File: src/rtl/pipe_stage_regs.sv
// -----------------------------------------------------------------------------
// pipe_stage_regs
//
// Generic inter-stage pipeline register for the five-stage CPU. One instance
// sits between each pair of stages (IF/ID, ID/EX, EX/MEM, MEM/WB); widths are
// set per instance through the parameters.
//
// Features:
//   - valid/ready handshake on both sides
//   - optional 2-entry skid buffer (macro PIPE_STAGE_SKID_EN)
//   - synchronous flush that turns every held beat into a bubble
//   - sticky halt tracker (hlt_seen)
//   - saturating back-pressure cycle counter (stall_cnt)
//
// Handshake: a beat moves whenever valid and ready are both high at the rising
// clock edge. Upstream may change its beat only after it has been taken.
// Downstream sees a stable beat on out_* for as long as out_valid=1 and
// out_ready=0.
//
// Configuration:
//   PIPE_STAGE_SKID_EN defined   : main entry M plus skid entry S; in_ready is
//                                  a flop output, so no combinational path
//                                  runs from out_ready to in_ready.
//   PIPE_STAGE_SKID_EN undefined : main entry M only; in_ready is
//                                  combinational from out_ready. Throughput
//                                  is still one beat per cycle.
//
// Ports:
//   clk        in   rising-edge clock
//   rst_n      in   asynchronous active-low reset
//   in_valid   in   upstream beat valid
//   in_ready   out  stage can accept a beat
//   in_ctrl    in   [CTRL_W] control bits of the beat
//   in_data0   in   [DATA_W] data field 0
//   in_data1   in   [DATA_W] data field 1
//   in_waddr   in   [ADDR_W] destination register address
//   in_hlt     in   beat carries a halt instruction
//   flush      in   squash all held beats (synchronous)
//   out_valid  out  downstream beat valid
//   out_ready  in   downstream accepts the beat
//   out_ctrl   out  [CTRL_W] control bits, zero when out_valid=0
//   out_data0  out  [DATA_W] data field 0 (holds while out_valid=0)
//   out_data1  out  [DATA_W] data field 1 (holds while out_valid=0)
//   out_waddr  out  [ADDR_W] destination address (holds while out_valid=0)
//   out_hlt    out  head beat carries halt, zero when out_valid=0
//   hlt_seen   out  sticky: a halt beat has left through the output
//   stall_cnt  out  [CNT_W] saturating count of out_valid & ~out_ready cycles
// -----------------------------------------------------------------------------
module pipe_stage_regs #(
    parameter int DATA_W = 16,
    parameter int CTRL_W = 8,
    parameter int ADDR_W = 4,
    parameter int CNT_W  = 8
) (
    input  logic              clk,
    input  logic              rst_n,

    input  logic              in_valid,
    output logic              in_ready,
    input  logic [CTRL_W-1:0] in_ctrl,
    input  logic [DATA_W-1:0] in_data0,
    input  logic [DATA_W-1:0] in_data1,
    input  logic [ADDR_W-1:0] in_waddr,
    input  logic              in_hlt,

    input  logic              flush,

    output logic              out_valid,
    input  logic              out_ready,
    output logic [CTRL_W-1:0] out_ctrl,
    output logic [DATA_W-1:0] out_data0,
    output logic [DATA_W-1:0] out_data1,
    output logic [ADDR_W-1:0] out_waddr,
    output logic              out_hlt,

    output logic              hlt_seen,
    output logic [CNT_W-1:0]  stall_cnt
);

    // -------------------------------------------------------------------------
    // Beat layout inside one storage entry (LSB first):
    //   data0 | data1 | waddr | ctrl | hlt
    // -------------------------------------------------------------------------
    localparam int D0_LSB = 0;
    localparam int D1_LSB = D0_LSB + DATA_W;
    localparam int WA_LSB = D1_LSB + DATA_W;
    localparam int CT_LSB = WA_LSB + ADDR_W;
    localparam int HL_BIT = CT_LSB + CTRL_W;
    localparam int BEAT_W = HL_BIT + 1;

    // Flush keeps the data fields and address but wipes ctrl and hlt, so a
    // squashed entry can never write a register or raise a halt later.
    localparam logic [BEAT_W-1:0] FLUSH_KEEP =
        {1'b0, {CTRL_W{1'b0}}, {(ADDR_W + 2*DATA_W){1'b1}}};

    localparam logic [CNT_W-1:0] CNT_MAX = {CNT_W{1'b1}};

    // -------------------------------------------------------------------------
    // Storage and next-state signals
    // -------------------------------------------------------------------------
    logic              r_m_valid;
    logic [BEAT_W-1:0] r_m_beat;
    logic              r_hlt_seen;
    logic [CNT_W-1:0]  r_stall_cnt;

    logic              w_m_valid_nxt;
    logic [BEAT_W-1:0] w_m_beat_nxt;
    logic              w_hlt_seen_nxt;
    logic [CNT_W-1:0]  w_stall_cnt_nxt;

    logic [BEAT_W-1:0] w_in_beat;
    logic              w_up;
    logic              w_down;

`ifdef PIPE_STAGE_SKID_EN
    logic              r_s_valid;
    logic [BEAT_W-1:0] r_s_beat;
    logic              r_in_ready;

    logic              w_s_valid_nxt;
    logic [BEAT_W-1:0] w_s_beat_nxt;
`endif

    assign w_in_beat = {in_hlt, in_ctrl, in_waddr, in_data1, in_data0};

    // -------------------------------------------------------------------------
    // Handshake terms
    // -------------------------------------------------------------------------
`ifdef PIPE_STAGE_SKID_EN
    // Registered ready: low exactly when the skid entry is occupied or a halt
    // has already gone downstream.
    assign in_ready = r_in_ready;
`else
    // Single-entry stage: take a beat when M is empty or is being emptied in
    // this same cycle.
    assign in_ready = (~r_m_valid | out_ready) & ~r_hlt_seen;
`endif

    assign w_up   = in_valid & in_ready;
    assign w_down = r_m_valid & out_ready;

    // -------------------------------------------------------------------------
    // Entry next-state
    // -------------------------------------------------------------------------
    always_comb begin
        w_m_valid_nxt = r_m_valid;
        w_m_beat_nxt  = r_m_beat;
`ifdef PIPE_STAGE_SKID_EN
        w_s_valid_nxt = r_s_valid;
        w_s_beat_nxt  = r_s_beat;

        if (flush) begin
            // Flush beats any upstream transfer; the incoming beat is dropped.
            w_m_valid_nxt = 1'b0;
            w_m_beat_nxt  = r_m_beat & FLUSH_KEEP;
            w_s_valid_nxt = 1'b0;
            w_s_beat_nxt  = r_s_beat & FLUSH_KEEP;
        end else if (!r_m_valid || w_down) begin
            // M is free for the next beat: the oldest held beat moves up.
            if (r_s_valid) begin
                w_m_valid_nxt = 1'b1;
                w_m_beat_nxt  = r_s_beat;
                // in_ready is low while S is valid, so w_up is normally 0
                // here; the refill keeps ordering intact regardless.
                w_s_valid_nxt = w_up;
                if (w_up) begin
                    w_s_beat_nxt = w_in_beat;
                end
            end else if (w_up) begin
                w_m_valid_nxt = 1'b1;
                w_m_beat_nxt  = w_in_beat;
            end else begin
                // Drained: only the valid bit drops, data fields hold.
                w_m_valid_nxt = 1'b0;
            end
        end else if (w_up) begin
            // M is stuck behind back-pressure; park the beat in S.
            w_s_valid_nxt = 1'b1;
            w_s_beat_nxt  = w_in_beat;
        end
`else
        if (flush) begin
            w_m_valid_nxt = 1'b0;
            w_m_beat_nxt  = r_m_beat & FLUSH_KEEP;
        end else if (w_up) begin
            // in_ready guarantees M is empty or leaving this cycle.
            w_m_valid_nxt = 1'b1;
            w_m_beat_nxt  = w_in_beat;
        end else if (w_down) begin
            w_m_valid_nxt = 1'b0;
        end
`endif
    end

    // -------------------------------------------------------------------------
    // Halt tracker and stall counter
    // -------------------------------------------------------------------------
    always_comb begin
        // A halt that leaves in the same cycle as a flush still counts, since
        // the downstream transfer itself is completed.
        w_hlt_seen_nxt = r_hlt_seen | (w_down & r_m_beat[HL_BIT]);

        w_stall_cnt_nxt = r_stall_cnt;
        if (r_m_valid && !out_ready && (r_stall_cnt != CNT_MAX)) begin
            w_stall_cnt_nxt = r_stall_cnt + CNT_W'(1);
        end
    end

    // -------------------------------------------------------------------------
    // State registers
    // -------------------------------------------------------------------------
    always_ff @(posedge clk or negedge rst_n) begin
        if (!rst_n) begin
            r_m_valid   <= 1'b0;
            r_m_beat    <= '0;
            r_hlt_seen  <= 1'b0;
            r_stall_cnt <= '0;
`ifdef PIPE_STAGE_SKID_EN
            r_s_valid   <= 1'b0;
            r_s_beat    <= '0;
            r_in_ready  <= 1'b1;
`endif
        end else begin
            r_m_valid   <= w_m_valid_nxt;
            r_m_beat    <= w_m_beat_nxt;
            r_hlt_seen  <= w_hlt_seen_nxt;
            r_stall_cnt <= w_stall_cnt_nxt;
`ifdef PIPE_STAGE_SKID_EN
            r_s_valid   <= w_s_valid_nxt;
            r_s_beat    <= w_s_beat_nxt;
            r_in_ready  <= ~w_s_valid_nxt & ~w_hlt_seen_nxt;
`endif
        end
    end

    // -------------------------------------------------------------------------
    // Outputs: everything comes straight from M; ctrl and hlt are gated so a
    // bubble carries no side effects downstream.
    // -------------------------------------------------------------------------
    assign out_valid = r_m_valid;
    assign out_ctrl  = r_m_valid ? r_m_beat[CT_LSB +: CTRL_W] : '0;
    assign out_hlt   = r_m_valid & r_m_beat[HL_BIT];
    assign out_data0 = r_m_beat[D0_LSB +: DATA_W];
    assign out_data1 = r_m_beat[D1_LSB +: DATA_W];
    assign out_waddr = r_m_beat[WA_LSB +: ADDR_W];
    assign hlt_seen  = r_hlt_seen;
    assign stall_cnt = r_stall_cnt;

endmodule

File: config.mk
export PLATFORM = sky130hd
export DESIGN_NAME = pipe_stage_regs
export DESIGN_NICKNAME = d
export VERILOG_FILES = /design/src/rtl/pipe_stage_regs.sv
export SDC_FILE = /design/constraint.sdc
export NUM_CORES = 1
export LEC_CHECK = 0
export BUFFER_PORTS_ARGS = -buffer_cell sky130_fd_sc_hd__buf_2
export CORE_UTILIZATION = 52
export CTS_BUF_LIST = sky130_fd_sc_hd__clkbuf_4 sky130_fd_sc_hd__clkbuf_8 sky130_fd_sc_hd__clkbuf_16
export DETAILED_ROUTE_END_ITERATION = 16
export PLACE_DENSITY = 0.85
export SYNTH_ARGS = -nofsm -noshare
export SYNTH_HDL_FRONTEND = slang
export SYNTH_SLANG_ARGS = --single-unit
File: constraint.sdc
create_clock -name clk -period 4.8 [get_ports clk]
set_input_delay 0.48 -clock clk [delete_from_list [all_inputs] [get_ports clk]]
set_output_delay 0.48 -clock clk [all_outputs]
set_load 0.03 [all_outputs]
==> run_results.csv, run 1 <==
group,metric,value,unit
setup_path,worst_ep_required_time,4.98,ns
cells_and_area,design_area,2980,um2
placed_design,dp_hpwl,3.54,mm
cts,cts_buffers,5,
sta,final_hold_viol_count,0,
synth,synthXorXnorAreaFrac,1.01,%
run_status,status,"completed",
global_route,grt_pass1_wl,7.25,mm
cells_and_area,nets,328,
worst_hold_path,hp-class,"in -> async",
synth,yosys.area_share.simple,8.46,%
global_route,antenna_found_initial,0,
synth,ys_seq_elements,55,
routing,vias,1739,
setup_path,timing.critical_path.buf_inv,2,
setup_path,startpoint_type,"register",
sta,period_needed,2.61,ns
sta,whs,0.301,ns
setup_path,crit_path_end_kind,"register",
job,maxCapViolCount,0,
synth,synth_compound_gate_area_share,6.23,%
sta,maxSlewViolCount,0,
cts,cts_root_buf,"clkbuf_8",
global_route,gr-total-overflow,0,
floorplan,ios,106,
cts,cts_sinks,55,
synth,synthAdderAreaFrac,0.483,%
routing,firstDrtPassIters,4,
routing,ant_nets,0,
setup_path,cp_cell_sequence,"nor2b_1, buf_4, nor4_4, buf_4, mux2_2",
global_route,grt_max_degree,56,
sta,fin_crit_sh,54.4,%
sta,clock.fmax,0.383,GHz
placed_design,port_buffers,105,
floorplan,die_x,72.6,um
synth,synth_area,2590,um2
cts,cts_max_level,2,
synth,ys_seq_area_share,53.2,%
synth,avgSynthCellArea,12.4,um2
floorplan,core,4750,um2
setup_path,cp_top_family,"simple AND/OR/NAND/NOR gates",
sta,skew,0.0119,ns
setup_path,cp.arrival,2.79,ns
cells_and_area,multiInputGateArea,870,um2
routing,drt-initial-drc-count,74,
cells_and_area,antennaDiodeCount,0,
placed_design,place_area,2890,um2
synth,syn_inst,208,
routing,vias_per_cell,5.06,
setup_path,path_common_cell,"buf_4",
cts,cts.clk_slew.worst_paths,0.10,ns
power,peakVddDrop,417,uV
floorplan,start_util,54.4,%
floorplan,fp.dieH,72.6,um
setup_path,crit_type,"reg -> reg",
setup_path,cp_slowest_stage_delay,0.84,ns
sta,relSlewSlack,25.5,%
synth,synth_nets,259,
cts,clock_path_buffers,2,
synth,synth_mux_area_share,17.4,%
routing,drt-wirelength-per-cell,13.5,um
cts,worstSkewPairLatency,0.30,ns
cts,cts_tree,"built",
setup_path,r2r_slack,2.19,ns
placed_design,gp_congestion,0.820,
floorplan,dieArea,5260,um2
synth,synth_top_family_by_area,"multiplexers",
global_route,grt_pass1_vias,1659,
cts,ctsHoldBuffers,0,
cells_and_area,syn_to_final_growth,15.0,%
routing,routed_wirelength,4.66,mm
sta,tns,0,ns
sta,setup_viol,0,
power,p_per_area,630,nW/um2
synth,yosysWarnings,0,
cts,post_cts_buffers,0,
setup_path,crit_path_top_delay_cell,"nor4_4",
power,leakagePower,0.00145,uW
sta,rsz0062_at_grt,"false",
routing,route.detailed.drc,0,
cells_and_area,drive_above_1_share,56.3,%
cells_and_area,fillers,400,
cts,cts_resized,0,
cells_and_area,seq_area,1380,um2
setup_path,crit_fanout,19,
sta,worstMarginPinSlew,1.11,ns
floorplan,num_rows,25,
synth,yosysUniqueCellTypes,31,
global_route,grt_use_total,17.9,%
-- layer usage --
layer / routed length (um) / global-route usage, % / vias to the layer above
met2: 2350 / 31.7 / 71
met3: 349 / 6.53 / 2
met5: 0 / 0 / -
met1: 1940 / 20.9 / 839
met4: 17 / 3.92 / 0
li1: - / - / 827
-- logic make-up after synthesis --
family                   count (synthesis)
flip-flops                              55
buffers and inverters                   49
multiplexers                            40
AND/OR/NAND/NOR                         35
AO/OA/AOI/OAI                           25
XOR/XNOR                                 3
adder cells (fa/ha/maj)                  1
-- final cells by class --
type / count / share of cell area, %
Multi-Input combinational cell: 104 / 29.2
Clock buffer: 6 / 2.77
Timing Repair Buffer: 108 / 18.4
Tap cell: 67 / 2.82
Inverter: 3 / 0.378
Sequential cell: 55 / 46.2
Clock inverter: 1 / 0.168
-- path summary, 6_finish.rpt --
check                        startpoint      endpoint  cells after the start
min in group clk            in_data1[1]  r_m_beat[17]                      2
max in group asynchronous         rst_n  r_m_beat[38]                      2
hold reg to reg            r_m_beat[17]  r_m_beat[17]                      1
hold / removal                    rst_n   r_m_beat[4]                      2
setup / recovery              out_valid   r_m_beat[8]                      5
setup reg to reg              out_valid   r_m_beat[8]                      5
-- placed cells by master, fill, tap and decap left out, types with 2 or more instances in the layout --
master,instances
clkbuf_8,6
nand2_1,3
a21oi_1,11
buf_4,3
xnor2_1,3
and2_1,9
nor2_1,4
buf_2,105
nand4_1,11
o211ai_1,2
dfrtp_1,55
o31ai_1,9
mux2_2,39
-- flip-flops by register name, indices dropped and copies added, names as in the netlist --
signal,cells
r_m_beat,45
stall_cnt,8
hlt_seen,1
out_valid,1
-- worst reg2reg max path, cell delays in order (launching register included) --
cell	delay, ns
dfrtp_1	0.50
nor2b_1	0.18
buf_4	0.19
nor4_4	0.84
buf_4	0.41
mux2_2	0.38
-- metrics by stage --
stage	setup slack [ns]	power (uW)	std cells	util, %
2_1_floorplan	2.89	1600	208	-
3_3_place_gp	2.16	1620	337	60.8
3_5_place_dp	2.12	1650	337	60.8
4_1_cts	2.14	1900	344	62.6
5_1_grt	1.97	1990	344	62.6
6_report	2.19	1880	344	62.6
-- report_power, final --
group	total [uW]	leakage, uW	switching (uW)	internal [uW]
clock network	248	0.0000470	134	113
logic	863	0.000736	562	301
registers	765	0.000671	117	649
total	1880	0.00145	813	1060
-- cell usage after synthesis, drive strengths merged --
cell / number / area, um2
clkbuf: 5 / 18.8
and2: 9 / 56.3
o21ai: 1 / 5.00
nor3: 1 / 5.00
nand4: 11 / 68.8
nand3: 1 / 5.00
o211ai: 2 / 15.0
ha: 1 / 12.5
inv: 2 / 7.50
buf: 41 / 313
o2111a: 1 / 11.3
dfrtp: 55 / 1380
xnor2: 3 / 26.3
or2b: 1 / 7.51
nor2b: 1 / 6.26
o31ai: 9 / 67.6
mux2: 40 / 450
clkinv: 1 / 3.75
nand2b: 1 / 6.26
and3: 1 / 6.26
a21oi: 11 / 55.1
nor4: 1 / 21.3
nand2: 3 / 11.3
and4b: 1 / 10.0
a21o: 1 / 7.51
nor2: 4 / 15.0
No activity file was read; power rests on OpenSTA's default activity.
==> inputs of run 2 (changes only) <==
Settings changed: CORE_UTILIZATION 52 to 43, PLACE_DENSITY 0.85 to 0.75.
Clock period 4.8 ns to 2.3 ns, I/O delays scaled along.
==> run_results.csv, run 2 (synthesized netlist as in run 1, its figures left out) <==
group,metric,value,unit
sta,relSlewSlack,61.4,%
setup_path,cp.arrival,1.79,ns
cells_and_area,design_area,3020,um2
routing,ant_nets,0,
power,leakagePower,0.00147,uW
cells_and_area,fin_util,53.6,%
routing,firstDrtPassIters,4,
global_route,grt_max_degree,37,
cts,cts.clk_slew.worst_paths,0.09,ns
cells_and_area,regMostFlops,"r_m_beat",
global_route,gr-total-overflow,0,
cts,cts_root_buf,"clkbuf_8",
placed_design,port_buffers,105,
cells_and_area,drive_above_1_share,56.1,%
sta,final_hold_viol_count,0,
routing,drt-initial-drc-count,54,
global_route,grt_pass1_wl,7.67,mm
cts,cts_tree,"built",
setup_path,worst_ep_required_time,2.07,ns
sta,worstMarginPinSlew,0.579,ns
sta,maxSlewViolCount,0,
setup_path,cp_top_family,"flip-flops",
cts,post_cts_buffers,0,
cts,cts_sinks,55,
setup_path,crit_path_top_delay_cell,"dfrtp_1",
worst_hold_path,hp-class,"in -> reg",
run_status,status,"completed",
setup_path,timing.critical_path.buf_inv,2,
setup_path,cp_slowest_stage_delay,0.53,ns
power,p_per_area,1320,nW/um2
placed_design,place_area,2910,um2
cells_and_area,largest_reg_flops,45,
cells_and_area,multiInputGateArea,870,um2
floorplan,fp.dieH,79.6,um
sta,rsz0062_at_grt,"false",
setup_path,startpoint_type,"register",
placed_design,dp_hpwl,3.46,mm
cells_and_area,layout_common_cells,"buf_2, dfrtp_1, mux2_2",
floorplan,core,5640,um2
cells_and_area,final_common_cell,"buf_2",
cts,worstSkewPairLatency,0.29,ns
floorplan,die_x,79.6,um
global_route,grt_pass1_vias,1718,
setup_path,crit_type,"reg -> out",
sta,tns,0,ns
floorplan,dieArea,6330,um2
routing,vias_per_cell,5.01,
cts,cts_buffers,5,
cells_and_area,seq_area,1380,um2
job,maxCapViolCount,0,
floorplan,ios,106,
floorplan,num_rows,27,
setup_path,crit_fanout,13,
placed_design,gp_congestion,0.862,
cells_and_area,antennaDiodeCount,0,
cts,cts_max_level,2,
floorplan,start_util,45.9,%
routing,routed_wirelength,4.65,mm
cts,cts_resized,0,
setup_path,crit_path_end_kind,"output pin",
sta,skew,0.00695,ns
sta,fin_crit_sh,87.7,%
sta,setup_viol,0,
cells_and_area,fillers,481,
cells_and_area,nets,329,
global_route,grt_use_total,15.7,%
global_route,antenna_found_initial,0,
cells_and_area,syn_to_final_growth,16.8,%
routing,drt-wirelength-per-cell,13.3,um
cts,clock_path_buffers,2,
routing,vias,1753,
setup_path,cp_cell_sequence,"nor2b_1, buf_4, nor2_1, buf_2",
sta,clock.fmax,0.496,GHz
sta,period_needed,2.02,ns
power,peakVddDrop,659,uV
routing,route.detailed.drc,0,
run 2: timing repair:
item	CTS	global route
hold buffers	1	0
endpoints found under the hold margin	26	0
setup endpoints to repair	0	0
run 2: area by class of cell:
type	count	area share (%)
tap	72	2.98
clock buffer	6	2.52
clock inverter	1	0.993
timing repair buffer	109	18.9
sequential	55	45.5
inverter	3	0.372
multi-input combinational	104	28.8
run 2: worst paths after layout:
| check | from | endpoint | slack (ns) | depth (start not counted) |
|---|---|---|---|---|
| worst max-delay path | out_valid | in_ready | 0.28 | 4 |
| worst min-delay path | in_data1[1] | r_m_beat[17] | 0.16 | 2 |
| worst max register to register | out_valid | r_m_beat[8] | 0.60 | 4 |
| worst min register to register | r_m_beat[17] | r_m_beat[17] | 0.50 | 1 |
| max in group asynchronous | rst_n | r_m_beat[5] | 1.02 | 3 |
| min in group asynchronous | rst_n | r_m_beat[17] | 0.48 | 2 |
run 2: report_power, final:
part | switching, uW | internal, uW
Combinational | 1170 | 635
Clock | 280 | 331
Sequential | 236 | 1350
run 2: metal layers:
| metal | up-vias | global-route usage (%) | wire length (um) | part of all wire, % |
|---|---|---|---|---|
| met5 | - | 0 | 0 | 0 |
| met3 | 2 | 5.37 | 427 | 9.2 |
| li1 | 830 | - | - | - |
| met2 | 76 | 26.2 | 2210 | 47 |
| met1 | 845 | 18.7 | 2000 | 43 |
| met4 | 0 | 5.09 | 19 | 0.41 |
run 2: through the flow:
stage                     std cells  setup slack, ns  power, uW  hold WS (ns)
after floorplan                 208            0.434       3340       -0.0656
after global placement          342            0.645       3390         0.266
after detailed placement        342            0.580       3440         0.265
after CTS                       350            0.254       4070         0.142
after global routing            350            0.120       4250         0.145
final                           350            0.283       4000         0.156
==> inputs of run 3 (changes only) <==
Settings changed: CORE_UTILIZATION 43 to 48, PLACE_DENSITY 0.75 to 0.8.
Clock period 2.3 ns to 2.1 ns, I/O delays scaled along.
==> run_results.csv, run 3 (synthesized netlist as in run 1, its figures left out) <==
group,metric,value,unit
cells_and_area,fin_util,58.4,%
cts,ctsHoldBuffers,0,
cells_and_area,drive_above_1_share,56.6,%
sta,clock.fmax,0.522,GHz
cts,cts_buffers,5,
cells_and_area,nets,329,
setup_path,cp.arrival,1.71,ns
sta,period_needed,1.92,ns
sta,skew,0.0116,ns
floorplan,die_x,75.4,um
floorplan,fp.dieH,75.4,um
cts,cts_root_buf,"clkbuf_8",
sta,relSlewSlack,55.4,%
cts,post_cts_buffers,0,
setup_path,crit_fanout,11,
routing,firstDrtPassIters,4,
setup_path,crit_path_end_kind,"output pin",
cells_and_area,design_area,3000,um2
routing,route.detailed.drc,0,
worst_hold_path,hp-class,"in -> async",
sta,final_hold_viol_count,0,
cts,cts.clk_slew.worst_paths,0.10,ns
run_status,status,"completed",
placed_design,dp_cells,341,
global_route,gr-total-overflow,0,
cells_and_area,largest_reg_flops,45,
cts,cts_tree,"built",
sta,maxSlewViolCount,0,
cts,cts_max_level,2,
routing,ant_nets,0,
cells_and_area,fillers,444,
setup_path,crit_type,"reg -> out",
global_route,antenna_found_initial,0,
cts,cts_sinks,55,
placed_design,dp_hpwl,3.27,mm
sta,setup_viol,0,
global_route,grt_use_total,16.3,%
global_route,grt_max_degree,56,
cts,cts_resized,0,
routing,routed_wirelength,4.57,mm
cells_and_area,fin_cells,349,
power,leakagePower,0.00146,uW
floorplan,start_util,50.4,%
power,peakVddDrop,563,uV
placed_design,place_area,2910,um2
sta,rsz0062_at_grt,"false",
setup_path,startpoint_type,"register",
cells_and_area,final_common_cell,"buf_2",
cells_and_area,regMostFlops,"r_m_beat",
placed_design,gp_congestion,0.793,
power,p_per_area,1430,nW/um2
routing,drt-initial-drc-count,80,
cells_and_area,syn_to_final_growth,15.9,%
sta,tns,0,ns
cells_and_area,layout_common_cells,"buf_2, dfrtp_1, mux2_2",
floorplan,num_rows,26,
sta,fin_crit_sh,91.3,%
routing,drt-wirelength-per-cell,13.1,um
sta,setup_ws,0.183,ns
global_route,grt_pass1_wl,7.02,mm
floorplan,dieArea,5690,um2
routing,vias,1741,
sta,worstMarginPinSlew,0.668,ns
cts,worstSkewPairLatency,0.30,ns
routing,vias_per_cell,4.99,
placed_design,port_buffers,105,
floorplan,core,5140,um2
setup_path,worst_ep_required_time,1.89,ns
floorplan,ios,106,
cts,clock_path_buffers,2,
setup_path,r2r_slack,0.41,ns
job,maxCapViolCount,0,
global_route,grt_pass1_vias,1568,
cells_and_area,antennaDiodeCount,0,
placed_design,dp_worst_setup_slack,0.448,ns
[run 3: through the flow]
stage | hold slack [ns] | total power [uW]
3_5_place_dp | 0.377 | 3760
3_3_place_gp | 0.373 | 3710
6_report | 0.0242 | 4290
2_1_floorplan | -0.0856 | 3660
4_1_cts | 0.0390 | 4340
5_1_grt | 0.0744 | 4560
[run 3: where the power goes]
group	internal (uW)	switching (uW)
Combinational	698	1280
Sequential	1480	256
Clock	247	327
[run 3: layer usage]
metal	track usage (%)	vias to the layer above	routed length, um
met1	20.5	819	2020
met4	4.73	0	11
li1	-	841	-
met2	26.7	79	2160
met5	0	-	0
met3	5.56	2	373
[run 3: layout make-up]
type	count	area [um2]	area share [%]
Sequential cell	55	1380	45.9
Multi-Input combinational cell	104	870	29.0
Timing Repair Buffer	109	568	18.9
Tap cell	70	87.6	2.92
Clock buffer	6	76.3	2.54
Clock inverter	2	12.5	0.417
Inverter	3	11.3	0.375
[run 3: worst paths after layout]
| kind | from | endpoint | depth (start not counted) |
|---|---|---|---|
| min reg2reg | r_m_beat[17] | r_m_beat[17] | 1 |
| min | rst_n | r_m_beat[22] | 2 |
| max reg2reg | stall_cnt[0] | stall_cnt[1] | 4 |
| min in group clk | in_data0[8] | r_m_beat[8] | 2 |
| max in group asynchronous | rst_n | r_m_beat[12] | 2 |
| max | out_valid | in_ready | 4 |
[run 3: critical path, cell delays in order, from the launching register on]
cell and delay, ns:
dfrtp_1 0.44, nor2b_1 0.45, buf_4 0.28, nor2_1 0.05, buf_2 0.19
